### src/rtl/mips_ctrl_pkg.sv
// mips_ctrl_pkg: shared state encoding, opcodes, select-field values and control vector for the multi-cycle MIPS controller
//   state_e : 4-bit FSM state encoding (IDLE=0 .. I_WB=12; 13-15 unused)
//   OP_*    : supported instruction[31:26] opcodes
//   ALU_*, SRCB_*, PCSRC_* : encodings of the alu_op, alu_src_b and pc_source selects
//   ctrl_t  : packed bundle of every datapath select/enable
//   op_legal: true for opcodes the FSM can execute
package mips_ctrl_pkg;
  typedef enum logic [3:0] {
    S_IDLE      = 4'd0,
    S_FETCH     = 4'd1,
    S_DECODE    = 4'd2,
    S_MEM_ADDR  = 4'd3,
    S_MEM_READ  = 4'd4,
    S_MEM_WB    = 4'd5,
    S_MEM_WRITE = 4'd6,
    S_R_EXEC    = 4'd7,
    S_R_WB      = 4'd8,
    S_BRANCH    = 4'd9,
    S_JUMP      = 4'd10,
    S_I_EXEC    = 4'd11,
    S_I_WB      = 4'd12
  } state_e;
  localparam logic [5:0] OP_RTYPE = 6'h00;
  localparam logic [5:0] OP_LW    = 6'h23;
  localparam logic [5:0] OP_SW    = 6'h2B;
  localparam logic [5:0] OP_BEQ   = 6'h04;
  localparam logic [5:0] OP_J     = 6'h02;
  localparam logic [5:0] OP_ADDI  = 6'h08;
  localparam logic [1:0] ALU_ADD   = 2'd0;
  localparam logic [1:0] ALU_SUB   = 2'd1;
  localparam logic [1:0] ALU_FUNCT = 2'd2;
  localparam logic [1:0] SRCB_B      = 2'd0;
  localparam logic [1:0] SRCB_FOUR   = 2'd1;
  localparam logic [1:0] SRCB_IMM    = 2'd2;
  localparam logic [1:0] SRCB_IMM_SH = 2'd3;
  localparam logic [1:0] PCSRC_ALU    = 2'd0;
  localparam logic [1:0] PCSRC_ALUOUT = 2'd1;
  localparam logic [1:0] PCSRC_JUMP   = 2'd2;
  typedef struct packed {
    logic       pc_write;
    logic       pc_write_cond;
    logic       i_or_d;
    logic       mem_read;
    logic       mem_write;
    logic       ir_write;
    logic       mem_to_reg;
    logic       alu_src_a;
    logic [1:0] alu_src_b;
    logic [1:0] alu_op;
    logic [1:0] pc_source;
    logic       reg_dest;
    logic       reg_write;
  } ctrl_t;
  function automatic logic op_legal(input logic [5:0] op);
    return op inside {OP_RTYPE, OP_LW, OP_SW, OP_BEQ, OP_J, OP_ADDI};
  endfunction
endpackage

### src/rtl/ctrl_output_decode.sv
// ctrl_output_decode: combinational mapping of FSM state to the datapath control vector
//   state_i     : registered FSM state
//   mem_ready_i : memory handshake, qualifies ir_write/pc_write in FETCH
//   zero_i      : ALU zero flag
//   ctrl_o      : all datapath selects and enables
module ctrl_output_decode
  import mips_ctrl_pkg::*;
(
  input  state_e state_i,
  input  logic   mem_ready_i,
  input  logic   zero_i,
  output ctrl_t  ctrl_o
);
  // Branch resolution happens in the datapath (pc_write_cond gated by zero),
  // so the flag is carried on the interface but not consumed here.
  logic unused_zero;
  assign unused_zero = zero_i;
  always_comb begin
    ctrl_o = '0;
    case (state_i)
      S_FETCH: begin
        ctrl_o.mem_read  = 1'b1;
        ctrl_o.alu_src_b = SRCB_FOUR;
        ctrl_o.alu_op    = ALU_ADD;
        ctrl_o.pc_source = PCSRC_ALU;
        ctrl_o.ir_write  = mem_ready_i;
        ctrl_o.pc_write  = mem_ready_i;
      end
      S_DECODE: begin
        ctrl_o.alu_src_b = SRCB_IMM_SH;
        ctrl_o.alu_op    = ALU_ADD;
      end
      S_MEM_ADDR, S_I_EXEC: begin
        ctrl_o.alu_src_a = 1'b1;
        ctrl_o.alu_src_b = SRCB_IMM;
        ctrl_o.alu_op    = ALU_ADD;
      end
      S_MEM_READ: begin
        ctrl_o.mem_read = 1'b1;
        ctrl_o.i_or_d   = 1'b1;
      end
      S_MEM_WB: begin
        ctrl_o.reg_write  = 1'b1;
        ctrl_o.mem_to_reg = 1'b1;
      end
      S_MEM_WRITE: begin
        ctrl_o.mem_write = 1'b1;
        ctrl_o.i_or_d    = 1'b1;
      end
      S_R_EXEC: begin
        ctrl_o.alu_src_a = 1'b1;
        ctrl_o.alu_src_b = SRCB_B;
        ctrl_o.alu_op    = ALU_FUNCT;
      end
      S_R_WB: begin
        ctrl_o.reg_write = 1'b1;
        ctrl_o.reg_dest  = 1'b1;
      end
      S_BRANCH: begin
        ctrl_o.alu_src_a     = 1'b1;
        ctrl_o.alu_src_b     = SRCB_B;
        ctrl_o.alu_op        = ALU_SUB;
        ctrl_o.pc_source     = PCSRC_ALUOUT;
        ctrl_o.pc_write_cond = 1'b1;
      end
      S_JUMP: begin
        ctrl_o.pc_write  = 1'b1;
        ctrl_o.pc_source = PCSRC_JUMP;
      end
      S_I_WB: ctrl_o.reg_write = 1'b1;
      default: ctrl_o = '0;
    endcase
  end
endmodule

### src/rtl/multicycle_control.sv
// multicycle_control: main FSM of the multi-cycle MIPS datapath with retired-instruction counter
//   clk, reset (async, active-low)
//   opcode, zero, mem_ready : instruction opcode, ALU zero flag, memory handshake
//   pc_write .. ctrl_reg_write : datapath selects and enables
//   illegal_op : pulse in DECODE for an unsupported opcode
//   retired    : wrapping count of completed instructions
//   state_o    : current state for debug
module multicycle_control
  import mips_ctrl_pkg::*;
#(
  parameter int COUNT_W = 32
) (
  input  logic               clk,
  input  logic               reset,
  input  logic [5:0]         opcode,
  input  logic               zero,
  input  logic               mem_ready,
  output logic               pc_write,
  output logic               pc_write_cond,
  output logic               i_or_d,
  output logic               mem_read,
  output logic               mem_write,
  output logic               ir_write,
  output logic               mem_to_reg,
  output logic               alu_src_a,
  output logic [1:0]         alu_src_b,
  output logic [1:0]         alu_op,
  output logic [1:0]         pc_source,
  output logic               ctrl_reg_dest,
  output logic               ctrl_reg_write,
  output logic               illegal_op,
  output logic [COUNT_W-1:0] retired,
  output logic [3:0]         state_o
);
  state_e               state_q, state_d;
  logic [COUNT_W-1:0]   retired_q, retired_d;
  logic                 retire;
  ctrl_t                ctrl;
  always_ff @(posedge clk or negedge reset) begin
    if (!reset) begin
      state_q   <= S_IDLE;
      retired_q <= '0;
    end else begin
      state_q   <= state_d;
      retired_q <= retired_d;
    end
  end
  // retire marks the final transition of an instruction back into FETCH
  always_comb begin
    state_d    = state_q;
    retire     = 1'b0;
    illegal_op = 1'b0;
    case (state_q)
      S_IDLE:      state_d = S_FETCH;
      S_FETCH:     state_d = mem_ready ? S_DECODE : S_FETCH;
      S_DECODE: begin
        state_d = opcode == OP_RTYPE                   ? S_R_EXEC   :
                  (opcode == OP_LW || opcode == OP_SW) ? S_MEM_ADDR :
                  opcode == OP_BEQ                     ? S_BRANCH   :
                  opcode == OP_J                       ? S_JUMP     :
                  opcode == OP_ADDI                    ? S_I_EXEC   : S_FETCH;
        illegal_op = !op_legal(opcode);
      end
      S_MEM_ADDR:  state_d = opcode == OP_LW ? S_MEM_READ : S_MEM_WRITE;
      S_MEM_READ:  state_d = mem_ready ? S_MEM_WB : S_MEM_READ;
      S_MEM_WRITE: begin
        state_d = mem_ready ? S_FETCH : S_MEM_WRITE;
        retire  = mem_ready;
      end
      S_R_EXEC:    state_d = S_R_WB;
      S_I_EXEC:    state_d = S_I_WB;
      S_MEM_WB, S_R_WB, S_BRANCH, S_JUMP, S_I_WB: begin
        state_d = S_FETCH;
        retire  = 1'b1;
      end
      default:     state_d = S_IDLE;
    endcase
  end
  assign retired_d = retired_q + COUNT_W'(retire);
  ctrl_output_decode u_decode (
    .state_i     (state_q),
    .mem_ready_i (mem_ready),
    .zero_i      (zero),
    .ctrl_o      (ctrl)
  );
  assign pc_write       = ctrl.pc_write;
  assign pc_write_cond  = ctrl.pc_write_cond;
  assign i_or_d         = ctrl.i_or_d;
  assign mem_read       = ctrl.mem_read;
  assign mem_write      = ctrl.mem_write;
  assign ir_write       = ctrl.ir_write;
  assign mem_to_reg     = ctrl.mem_to_reg;
  assign alu_src_a      = ctrl.alu_src_a;
  assign alu_src_b      = ctrl.alu_src_b;
  assign alu_op         = ctrl.alu_op;
  assign pc_source      = ctrl.pc_source;
  assign ctrl_reg_dest  = ctrl.reg_dest;
  assign ctrl_reg_write = ctrl.reg_write;
  assign retired        = retired_q;
  assign state_o        = state_q;
endmodule

### config.mk
export PLATFORM = sky130hd
export DESIGN_NAME = multicycle_control
export DESIGN_NICKNAME = d
export VERILOG_FILES = /design/src/rtl/mips_ctrl_pkg.sv /design/src/rtl/ctrl_output_decode.sv /design/src/rtl/multicycle_control.sv
export SDC_FILE = /design/constraint.sdc
export NUM_CORES = 1
export LEC_CHECK = 0
export CAP_MARGIN = 10
export CORE_MARGIN = 5
export CORE_UTILIZATION = 42
export CTS_CLUSTER_DIAMETER = 60
export DETAILED_ROUTE_END_ITERATION = 8
export GPL_TIMING_DRIVEN = 0
export PLACE_DENSITY = 0.73
export SYNTH_ARGS = -nofsm -noshare
export SYNTH_HDL_FRONTEND = slang
export SYNTH_HIERARCHICAL = 1
export SYNTH_SLANG_ARGS = --single-unit
### constraint.sdc
create_clock -name clk -period 3.62 [get_ports clk]
set_clock_uncertainty 0.15 [all_clocks]
set_input_delay 0.543 -clock clk [delete_from_list [all_inputs] [get_ports clk]]
set_output_delay 0.543 -clock clk [all_outputs]
set_load 0.01 [all_outputs]
==> results of run 1 <==
power breakdown:
| part | leakage [nW] | internal (mW) | total, mW | switching (mW) |
|---|---|---|---|---|
| sequential | 0.480 | 0.443 | 0.496 | 0.0524 |
| combinational | 0.727 | 0.323 | 0.599 | 0.276 |
| clock | 0.0541 | 0.204 | 0.349 | 0.145 |
| total | 1.26 | 0.970 | 1.44 | 0.473 |
cell usage in the layout, fill, tap and decap left out, types with 3 or more instances in the layout:
cell	n
nand2b_4	3
clkdlybuf4s50_1	60
o21ai_0	6
xor2_1	19
nor3b_2	5
dfrtp_1	36
and4_1	6
buf_2	3
nor2_1	20
nand4_1	3
nor2b_1	3
nand2_1	20
nand2b_1	3
clkbuf_8	5
xnor2_1	14
clkbuf_1	3
a21oi_1	4
inv_1	5
nand3_1	10
nor3_1	8
through the flow:
step,cell area [sq um],worst slack (ns),cells
after floorplan,2090,0.987,207
after global placement,2790,0.205,335
after detailed placement,2780,0.162,335
after CTS,2900,0.505,343
after global routing,2900,0.227,343
final,2900,0.504,343
flip-flops by register name, summed over array words and instances (netlist names):
signal,cells
state_o,4
retired,32
routing by layer:
metal / part of all wire, % / up-vias / global-route usage, %
li1: - / 860 / -
met1: 47 / 808 / 19.9
met2: 46 / 47 / 24.4
met3: 6.1 / 5 / 4.37
met4: 0.69 / 0 / 4.56
met5: 0 / - / 0
cells by family (layout without fill, tap and decap cells):
group / after synthesis / count (layout) / synth area share [%]
AND/OR/NAND/NOR: 100 / 100 / 31.1
flip-flops: 36 / 36 / 43.0
AO/OA/AOI/OAI: 22 / 22 / 7.23
XOR/XNOR: 33 / 33 / 13.8
buffers and inverters: 14 / 83 / 3.70
adder cells (fa/ha/maj): 2 / 2 / 1.19
worst max-delay path by stage:
| stage | endpoint | cells past startpoint | startpoint |
|---|---|---|---|
| CTS | retired[22]$_DFF_PN0_ | 11 | mem_ready |
| global placement | retired[22]$_DFF_PN0_ | 11 | mem_ready |
| detailed placement | retired[22]$_DFF_PN0_ | 11 | mem_ready |
| floorplan | retired[22]$_DFF_PN0_ | 10 | state_o[0]$_DFF_PN0_ |
| finish | retired[22]$_DFF_PN0_ | 11 | mem_ready |
| global route | retired[22]$_DFF_PN0_ | 11 | mem_ready |
worst max-delay path, delay by kind of cell:
family / cells / cell delay, ns
buf+inv: 1 / 0.59
simple gates: 5 / 1.17
compound gates: 2 / 0.25
xor+xnor: 1 / 0.18
fa+ha+maj: 2 / 0.43
final cells by class:
type	count	area [sq um]
inverters	5	18.8
fillers	431	1890
plain buffers	9	58.8
repair buffers	61	606
clock inverters	3	42.5
well taps	67	83.8
multi-input cells	157	1120
flip-flops and latches	36	901
clock buffers	5	68.8
==> out/qor.yml, run 1 <==
timing:
  finalHoldViolations: 0
  setup_viol: 0
  worst_slew_pin_slew_ns: 0.783
  rsz0062_at_grt: "no"
  setup_tns_ns: 0
  hold_ws_ns: 0.185
  fin_crit_ns: 3.12
  period_share_pct: 86.1
  fmax_mhz: 321
  slew_viol_final: 0
  max_slew_margin_pct: 47.8
routing:
  ant_nets: 0
  drt_iter0_drc: 98
  num_vias: 1720
  first_pass_iters: 4
  wirelength_um: 4490
  vias_per_cell: 5.01
  wl_per_cell_um: 13.1
  drc: 0
yosys:
  synth_cell_types: 46
  yosys_warnings: 6
  synthArstFlopShare_pct: 100
  synth_edf_count: 0
  synthTopCellsByArea: "dfrtp_1 43%, xor2_1 7.9%, xnor2_1 5.9%"
  synth-seq-cells: 36
  postSynthCellCount: 207
  synth_top_area_cell: "dfrtp_1"
  synth_fp_nets: 219
  synth.most_common_cell: "dfrtp_1"
  synth_ff_type: "dfrtp_1"
  synth_commonest_cells: "36 x dfrtp_1, 20 x nand2_1, 20 x nor2_1, 19 x xor2_1, 14 x xnor2_1"
  syn-cell-area_sq_um: 2090
  syn-mean-instance-area_sq_um: 10.1
  yosys.area.top_type_share_pct: 43.0
  synth_seq_area_share_pct: 43.0
grt:
  grt_pass1_wl_um: 7960
  antenna_found_initial: 0
  grt_pass1_vias: 1756
  grt_max_degree: 37
  track_usage_pct: 15.3
  grt_overflow: 0
clock_tree:
  postCtsSetupBuffers: 0
  cts_resized: 0
  cts-buffers-inserted: 5
  cts_tree: "yes"
  clk_latency_ns: 0.28
  cts.sinks: 36
  cts-hold-fix-buffers: 0
  cts_root_buf: "clkbuf_8"
  clockBufferDepth: 2
  clk_pin_slew_ns: 0.07
  htree_levels: 2
run_status:
  status: "completed"
critical_path:
  crit_chain: "clkdlybuf4s50_1, nand2_1, nor2_1, o21ai_0, o21ai_0, ha_1, ha_1, and4_1, nand4_2, nor4_1, xor2_1"
  crit_type: "input port to flip-flop"
  rrSetupSlack_ns: 0.60
  timing.rr.end: "retired[22]$_DFF_PN0_"
  crit_fanout: 10
  cp_data_required_time_ns: 3.68
  critPathLaunchType: "input port"
  rr_worst_depth: 10
  slowest_delay_ns: 0.59
  crit_slowest_cell: "clkdlybuf4s50_1"
  end_kind: "flip-flop"
  cp_data_arrival_time_ns: 3.17
  rr_startpoint: "state_o[0]$_DFF_PN0_"
finish:
  final_util_pct: 60.5
  final_layout_size_suffix_gt1_share_pct: 11.2
  area_growth_pct: 38.2
  fin_nets: 287
  diodes: 0
power_and_ir_drop:
  total_power_mw: 1.44
  ir_drop_mv: 0.306
  p_per_area_nw_per_um2: 499
  leakage_nw: 1.26
floorplanning:
  die_area_sq_um: 6500
  core-area_sq_um: 4790
  num_rows: 25
  initial_utilization_pct: 43.8
  ios: 63
  dieHeight_um: 80.6
  die_w_um: 80.6
placed_design:
  io_buffer_count: 61
  place_hpwl_um: 3310
  gp_congestion: 0.826
run:
  maxCapViolCount: 0
worst_hold_path:
  hp-class: "input port to async pin"
Power figures use the tool's default switching activity.
==> run 2, diff against run 1 <==
--- a/config.mk
+++ b/config.mk
@@ -5,13 +5,16 @@
 export SDC_FILE = /design/constraint.sdc
 export NUM_CORES = 1
 export LEC_CHECK = 0
+export ABC_AREA = 1
 export CAP_MARGIN = 10
+export CELL_PAD_IN_SITES_DETAIL_PLACEMENT = 0
+export CELL_PAD_IN_SITES_GLOBAL_PLACEMENT = 1
 export CORE_MARGIN = 5
-export CORE_UTILIZATION = 42
+export CORE_UTILIZATION = 33
 export CTS_CLUSTER_DIAMETER = 60
 export DETAILED_ROUTE_END_ITERATION = 8
 export GPL_TIMING_DRIVEN = 0
-export PLACE_DENSITY = 0.73
+export PLACE_DENSITY_LB_ADDON = 0.1
 export SYNTH_ARGS = -nofsm -noshare
 export SYNTH_HDL_FRONTEND = slang
 export SYNTH_HIERARCHICAL = 1
==> run 2 against run 1 <==
  * Sequential power increased by 3%
  * Total power decreased by 10%
  * Routed wire length increased by 31%
  * Critical path depth decreased by 5
  * Via count increased by 26%
  * Die area increased by 33%
  * Largest power group is now registers
  * Cell count increased by 40%
  * Count of clock-buffer cells in the layout increased by 2
==> out/qor.yml, run 2 <==
yosys:
  synthArstFlopShare_pct: 100  # unchanged
  synth_commonest_cells: "126 x nand2_1, 68 x nor2_1, 36 x dfrtp_1, 25 x inv_1"
  yosys.area.top_type_share_pct: 39.8  # -3.2 points
  synth_fp_nets: 344  # +57%
  synth_cell_types: 21  # -54%
  syn-mean-instance-area_sq_um: 6.82  # -33%
  synth_top_area_cell: "dfrtp_1"
  synth.most_common_cell: "nand2_1"
  synth-seq-cells: 36  # unchanged
  postSynthCellCount: 332  # +60%
  synth_edf_count: 0  # unchanged
  synth_ff_type: "dfrtp_1"
  syn-cell-area_sq_um: 2260  # +8.1%
  synthTopCellsByArea: "dfrtp_1 40%, nand2_1 21%, nor2_1 11%"
  yosys_warnings: 6  # unchanged
  synth_seq_area_share_pct: 39.8  # -3.2 points
routing:
  wirelength_um: 5900  # +31%
  ant_nets: 0  # unchanged
  drc: 0  # unchanged
  drt_iter0_drc: 84  # -14%
  vias_per_cell: 4.51  # -10%
  wl_per_cell_um: 12.3  # -6.2%
  first_pass_iters: 4  # unchanged
  num_vias: 2167  # +26%
critical_path:
  crit_chain: "clkdlybuf4s50_1, nor2_1, nand3_1, nand3_1, nor2_1, clkdlybuf4s50_1"
  crit_slowest_cell: "clkdlybuf4s50_1"
  cp_data_arrival_time_ns: 2.04  # -1.13 ns
  critPathLaunchType: "input port"
  cp_num_buf_inv: 2  # +1
  cp_data_required_time_ns: 2.93  # -0.75 ns
  critPathTopFamily: "buffers and inverters"
  crit_type: "input port to primary output"
  slowest_delay_ns: 0.47  # -0.12 ns
  crit_fanout: 4  # -6
  end_kind: "primary output"
floorplanning:
  initial_utilization_pct: 33.7  # -10 points
  die_w_um: 92.8  # +15%
  num_rows: 30  # +20%
  die_area_sq_um: 8620  # +33%
  dieHeight_um: 92.8  # +15%
  ios: 63  # unchanged
  core-area_sq_um: 6720  # +40%
grt:
  track_usage_pct: 14.8  # -0.45 points
  grt_max_degree: 37  # unchanged
  grt_pass1_wl_um: 10100  # +27%
  grt_pass1_vias: 2118  # +21%
  grt_overflow: 0  # unchanged
  antenna_found_initial: 0  # unchanged
timing:
  max_slew_margin_pct: 45.7  # -2.0 points
  fin_ws_ns: 0.889  # +0.385 ns
  finalHoldViolations: 0  # unchanged
  worst_slew_pin_slew_ns: 0.814  # +0.0306 ns
  setup_viol: 0  # unchanged
  period_share_pct: 75.4  # -11 points
  rsz0062_at_grt: "no"
  fin_crit_ns: 2.73  # -0.385 ns
  setup_tns_ns: 0  # unchanged
  slew_viol_final: 0  # unchanged
  fmax_mhz: 366  # +14%
  hold_ws_ns: 0.196  # +0.0116 ns
finish:
  final_cell_area_sq_um: 3060  # +5.8%
  layout_commonest_cell: "nand2_1"
  most-common-layout-cells: "126 x nand2_1, 68 x nor2_1, 60 x clkdlybuf4s50_1"
  area_growth_pct: 35.3
  final_layout_size_suffix_gt1_share_pct: 6.48  # -4.7 points
  largest_reg_flops: 32  # unchanged
  fin_nets: 412  # +44%
  n_fill_cell: 688  # +60%
  diodes: 0  # unchanged
worst_hold_path:
  hp-class: "input port to async pin"
clock_tree:
  cts.sinks: 36  # unchanged
  cts_tree: "yes"
  cts-hold-fix-buffers: 0  # unchanged
  cts-buffers-inserted: 5  # unchanged
  clockBufferDepth: 2  # unchanged
  htree_levels: 2  # unchanged
  cts_root_buf: "clkbuf_8"
  clk_latency_ns: 0.28  # about the same
  postCtsSetupBuffers: 0  # unchanged
  cts_resized: 0  # unchanged
  clk_pin_slew_ns: 0.07  # about the same
placed_design:
  placed_area_sq_um: 2970  # +6.7%
  pre_cts_ws_ns: 0.714  # +0.552 ns
  place_hpwl_um: 4770  # +44%
  gp_congestion: 0.828  # +0.24%
  io_buffer_count: 61  # unchanged
power_and_ir_drop:
  netSwitchingPower_mw: 0.463  # -2.3%
  combinationalPowerShare_pct: 37.2  # -4.3 points
  p_seq_share_pct: 39.5  # +5.2 points
  p_clk_share_pct: 23.3  # -0.9 points
  ir_drop_mv: 0.247  # -19%
  switching_share_pct: 35.8  # +3.0 points
  intPower_mw: 0.831  # -14%
  leakage_nw: 1.40  # +11%
  p_per_area_nw_per_um2: 422  # -15%
run_status:
  status: "completed"
run:
  maxCapViolCount: 0  # unchanged
## run 2: changes by cell type after synthesis, moves of 4 or more
cell	delta
xnor2_1	-9
inv_1	+20
nand3b_1	+13
nor3_1	-4
nand3_1	+5
nor2_1	+48
nor2_4	+4
nor3b_2	-5
nor2_2	+5
xor2_1	-9
nand2_1	+106
and4_1	-6
inv_2	+4
## run 2: power groups by stage
stage,clock (mW),sequential [mW],combinational [mW]
finish,0.301,0.511,0.481
global route,0.332,0.523,0.539
global placement,0,0.523,0.490
detailed placement,0,0.520,0.486
floorplan,0,0.520,0.234
CTS,0.313,0.513,0.488
## run 2: path summary, 6_finish.rpt
check / start / end / slack [ns] / depth (start not counted)
worst min-delay path: reset / retired[3]$_DFF_PN0_ / 0.20 / 1
worst max-delay path: opcode[5] / illegal_op / 0.89 / 6
worst min register to register: retired[31]$_DFF_PN0_ / retired[31]$_DFF_PN0_ / 0.35 / 2
min in group clk: retired[31]$_DFF_PN0_ / retired[31]$_DFF_PN0_ / 0.35 / 2
max in group asynchronous: reset / retired[12]$_DFF_PN0_ / 2.61 / 1
worst max register to register: state_o[2]$_DFF_PN0_ / retired[18]$_DFF_PN0_ / 0.97 / 15
## run 2: logic make-up (layout without fill, tap and decap cells)
logic type	after synthesis	after routing	synth area share [%]
AO/OA/AOI/OAI	7	7	1.66
XOR/XNOR	15	15	5.80
adder cells (fa/ha/maj)	2	2	1.10
AND/OR/NAND/NOR	242	242	46.5
flip-flops	36	36	39.8
buffers and inverters	30	99	5.14
## run 2: final cells by class
type | instances | area (sq um) | share of cell area, %
Sequential cell | 36 | 901 | 29.4
Tap cell | 80 | 100 | 3.27
Buffer | 1 | 7.51 | 0.245
Inverter | 29 | 109 | 3.55
Multi-Input combinational cell | 266 | 1250 | 40.7
Clock buffer | 7 | 86.3 | 2.82
Timing Repair Buffer | 61 | 606 | 19.8
Clock inverter | 1 | 7.51 | 0.245
## run 2: routing by layer
metal | GRT usage (%) | up-vias | routed length, um
li1 | - | 1158 | -
met2 | 25.4 | 48 | 2890
met5 | 0 | - | 0
met1 | 18.4 | 956 | 2670
met4 | 3.79 | 0 | 65
met3 | 3.90 | 5 | 277
## run 2: through the flow
step / total power, mW / utilization, % / instances
finish: 1.29 / 45.6 / 481
floorplan: 0.755 / - / 332
global route: 1.39 / 45.6 / 481
global placement: 1.01 / 44.3 / 473
CTS: 1.31 / 45.6 / 481
detailed placement: 1.01 / 44.2 / 473
